**config.mk**
```make
export PLATFORM = sky130hd
export DESIGN_NAME = uart_rx
export DESIGN_NICKNAME = d
export VERILOG_FILES = /design/src/rtl/uart_rx.sv
export SDC_FILE = /design/constraint.sdc
export NUM_CORES = 1
export LEC_CHECK = 0
export ABC_AREA = 1
export CAP_MARGIN = 10
export CORE_AREA = 3 3 56 58
export DETAILED_ROUTE_END_ITERATION = 10
export DIE_AREA = 0 0 59 61
export PLACE_DENSITY = 0.8
export SLEW_MARGIN = 25
export SYNTH_ARGS = -nofsm -noshare
export SYNTH_HDL_FRONTEND = slang
export SYNTH_SLANG_ARGS = --single-unit
```
**constraint.sdc**
```tcl
create_clock -name clk -period 3.27 [get_ports clk]
set_input_delay 0.4905 -clock clk [delete_from_list [all_inputs] [get_ports clk]]
set_output_delay 0.4905 -clock clk [all_outputs]
set_load 0.05 [all_outputs]
```
**src/rtl/uart_rx.sv**
```systemverilog
// uart_rx: 8n1 LSB-first UART receiver with 2-FF input synchroniser and centre-of-bit sampling
//   clk          system clock
//   rst_n        asynchronous active-low reset
//   i_rx         raw serial line, idle high
//   o_rx_data    last good byte, held until the next good byte
//   o_rx_valid   one-cycle strobe, o_rx_data new this cycle
//   o_rx_busy    high whenever the receiver is not idle
//   o_frame_err  one-cycle strobe, stop bit sampled low
module uart_rx #(
  parameter int CLKS_PER_BIT = 4
) (
  input  logic       clk,
  input  logic       rst_n,
  input  logic       i_rx,
  output logic [7:0] o_rx_data,
  output logic       o_rx_valid,
  output logic       o_rx_busy,
  output logic       o_frame_err
);
  localparam int CW = $clog2(CLKS_PER_BIT + 1);
  localparam logic [CW-1:0] HC = CW'((CLKS_PER_BIT - 1) / 2);
  localparam logic [CW-1:0] BC = CW'(CLKS_PER_BIT - 1);
  typedef enum logic [2:0] {IDLE, START, DATA, STOP, BREAK} state_t;
  state_t state;
  logic rx_m, rx_s;
  logic [CW-1:0] cnt;
  logic [2:0] idx;
  logic [7:0] sh;
  assign o_rx_busy = state != IDLE;
  always_ff @(posedge clk or negedge rst_n)
    if (!rst_n) {rx_s, rx_m} <= 2'b11;
    else {rx_s, rx_m} <= {rx_m, i_rx};
  always_ff @(posedge clk or negedge rst_n) begin
    if (!rst_n) begin
      state <= IDLE;
      cnt <= '0;
      idx <= '0;
      sh <= '0;
      o_rx_data <= '0;
      o_rx_valid <= 1'b0;
      o_frame_err <= 1'b0;
    end else begin
      o_rx_valid <= 1'b0;
      o_frame_err <= 1'b0;
      case (state)
        IDLE:
          if (!rx_s) begin
            state <= START;
            cnt <= HC;
          end
        START:
          if (cnt != '0) cnt <= cnt - 1'b1;
          else if (rx_s) state <= IDLE;
          else begin
            state <= DATA;
            cnt <= BC;
            idx <= '0;
          end
        DATA:
          if (cnt != '0) cnt <= cnt - 1'b1;
          else begin
            sh[idx] <= rx_s;
            cnt <= BC;
            if (idx == 3'd7) state <= STOP;
            else idx <= idx + 3'd1;
          end
        STOP:
          if (cnt != '0) cnt <= cnt - 1'b1;
          else if (rx_s) begin
            o_rx_data <= sh;
            o_rx_valid <= 1'b1;
            state <= IDLE;
          end else begin
            o_frame_err <= 1'b1;
            state <= BREAK;
          end
        BREAK:
          if (rx_s) state <= IDLE;
        default: state <= IDLE;
      endcase
    end
  end
endmodule
```
==> run summary <==
CTS tree -> yes
Die Area -> 3600 µm²
first-pass GRT wire length -> 4.49 mm
Slew @ Worst Pin -> 0.497 ns
Synth Net Count -> 184
synthesized area per cell -> 8.31 µm²
met3 usage -> 6.38%
Max stage delay on crit path -> 0.80 ns
GPL Wtd Cong -> 0.881
CP startpoint -> state[1]
share of cells above drive strength 1 -> 12.8%
port bufs -> 13
WP data arrival -> 1.88 ns
CP endpoint kind -> output pin
final period utilization -> 72.6%
crit path max fanout -> 8
TNS Setup -> 0 ns
CP startpoint kind -> flop
# diodes -> 0
Post-DP Area -> 1620 µm²
Die W -> 59 µm
VDD IR max -> 0.000557 V
max-cap viol count -> 0
clock sinks -> 29
core area -> 2710 µm²
Crit Path Category -> flop to output pin
P&R area growth vs syn -> 13.9%
Initial Util -> 54.2%
CTS Root Cell -> clkbuf_4
global routing usage on met2 -> 26.8%
initial antenna violation count -> 0
Tot GR Track Use -> 16.9%
# hold bufs at CTS -> 0
Final Max Tran Viols -> 0
final instance area -> 1670 µm²
global route total overflow -> 0
Cell Chain, Critical Path -> inv_1 -> nand2_1 -> clkdlybuf4s50_1
Iter 0 DRT Violations -> 42
post-route antenna net violation count -> 0
hold_sp -> rx_m
most common library cell in the layout ignoring fill and taps -> nand2_1
Setup WS post-layout -> 0.897 ns
Vias -> 1,160
H-tree depth -> 2
Cell Rows -> 19
clk_lat worst skew -> 0.32 ns
r2r setup slk -> 1.64 ns
vias in the first global route -> 1,044
deepest clock path buffer count -> 2
Lkg Pwr -> 0.889 nW
cell area power density -> 736 nW/µm²
hpwl dp -> 1.95 mm
CP max stage cell -> clkdlybuf4s50_1
Yosys warning count -> 0
Routed WL -> 2.60 mm
post-synth cell types -> 24
CTS clk-pin slew, worst paths -> 0.09 ns
pin count of the biggest net entering global routing -> 30
die height -> 61 µm
Fin Clk Skew -> 0.00655 ns
final period demand of the worst path -> 2.37 ns
DR pass1 iterations -> 4
Vias/cell -> 5.11
path type of the worst min-delay path -> flop to flop
Reg-to-Reg Start -> cnt[0]
Gate Count Post-Synth -> 177
per-cell routed wire length -> 11.4 µm
GR peak layer -> met2
flops & latches, synth -> 29
final setup violation count -> 0
status -> completed
# nets final -> 202
Max Freq -> 421 MHz
slew margin rel. -> 66.8%
Top FF cell, synth -> dfrtp_1
post-cts resize count -> 0
I/O pin count -> 14
Power Total -> 0.00123 W
Synth async-reset ratio -> 100%
sequential area share after synthesis -> 49.5%
CP required -> 2.78 ns
pre-CTS setup slack -> 1.27 ns
Post-Synthesis Cell Area -> 1470 µm²
Final Hold Viols -> 0
most frequent cells in the layout -> 63 x nand2_1, 27 x dfrtp_1, 20 x inv_1, 13 x clkdlybuf4s50_1, 12 x nor2_1
EDFF count, synth -> 0
grt met1 use -> 20.5%
DRC errors left -> 0
RSZ-0062 raised after global routing -> false
# Post-CTS Setup Buffers -> 0
CTS Buf Count -> 5
==> cell type report <==
cell class                 instances  area, µm²
clock inverter                     2       10.0
timing repair buffer              14        138
fill                             229       1040
inverter                          22       82.6
sequential                        29        728
multi-input combinational        123        636
clock buffer                       6       41.3
tap                               31       38.8
==> critical path, delay by kind of cell, from the launching register on <==
| kind | cells | cell delay [ns] |
|---|---|---|
| buffers and inverters | 2 | 0.94 |
| DFF | 1 | 0.52 |
| and+or+nand+nor | 1 | 0.10 |
==> registers in the layout, summed over array words and instances (netlist names) <==
register     flops
o_rx_data        8
rx_s             1
o_frame_err      1
cnt              3
sh               8
rx_m             1
o_rx_valid       1
idx              3
state            3
==> final timing paths <==
path	end	cells after the start
min reg2reg	rx_s	0
max reg2reg	o_rx_data[7]	8
min	rx_s	0
max	o_rx_busy	3
min in group asynchronous	cnt[0]	2
max in group asynchronous	rx_s	2
==> logic make-up (layout without fill, tap and decap cells) <==
family | count (synthesis) | after routing | synth area share [%]
fa+ha+maj | 4 | 4 | 3.40
xor+xnor | 1 | 1 | 0.596
simple gates | 101 | 101 | 33.0
buf+inv | 25 | 44 | 7.23
compound gates | 17 | 17 | 6.21
flops | 29 | 29 | 49.5
==> metal layers <==
metal / routed length [µm] / vias up
met5: 0 / -
met4: 70 / 0
met3: 147 / 11
met2: 1170 / 34
met1: 1210 / 530
li1: - / 585
==> stage by stage <==
| step | std cells | hold WS, ns | util [%] |
|---|---|---|---|
| after floorplan | 177 | 0.195 | - |
| after global placement | 219 | 0.349 | 59.9 |
| after detailed placement | 219 | 0.349 | 59.9 |
| after CTS | 227 | 0.363 | 61.8 |
| after global routing | 227 | 0.364 | 61.8 |
| final | 227 | 0.361 | 61.8 |
==> cells in the mapped netlist (all sizes together) (2+ instances only) <==
cell	instances	area share (%)
nand4	3	1.3
buf	2	1.1
dfrtp	27	46
nand3	14	5.8
ha	4	3.4
nor2	17	7.1
inv	22	5.6
dfstp	2	3.6
nand2	67	19
o21ai	15	5.4
==> power by group <==
part | internal [W] | switching (W)
clock network | 0.0000817 | 0.000122
registers | 0.000419 | 0.0000697
logic | 0.000170 | 0.000370
total | 0.000671 | 0.000562
Power figures use the tool's default switching activity.
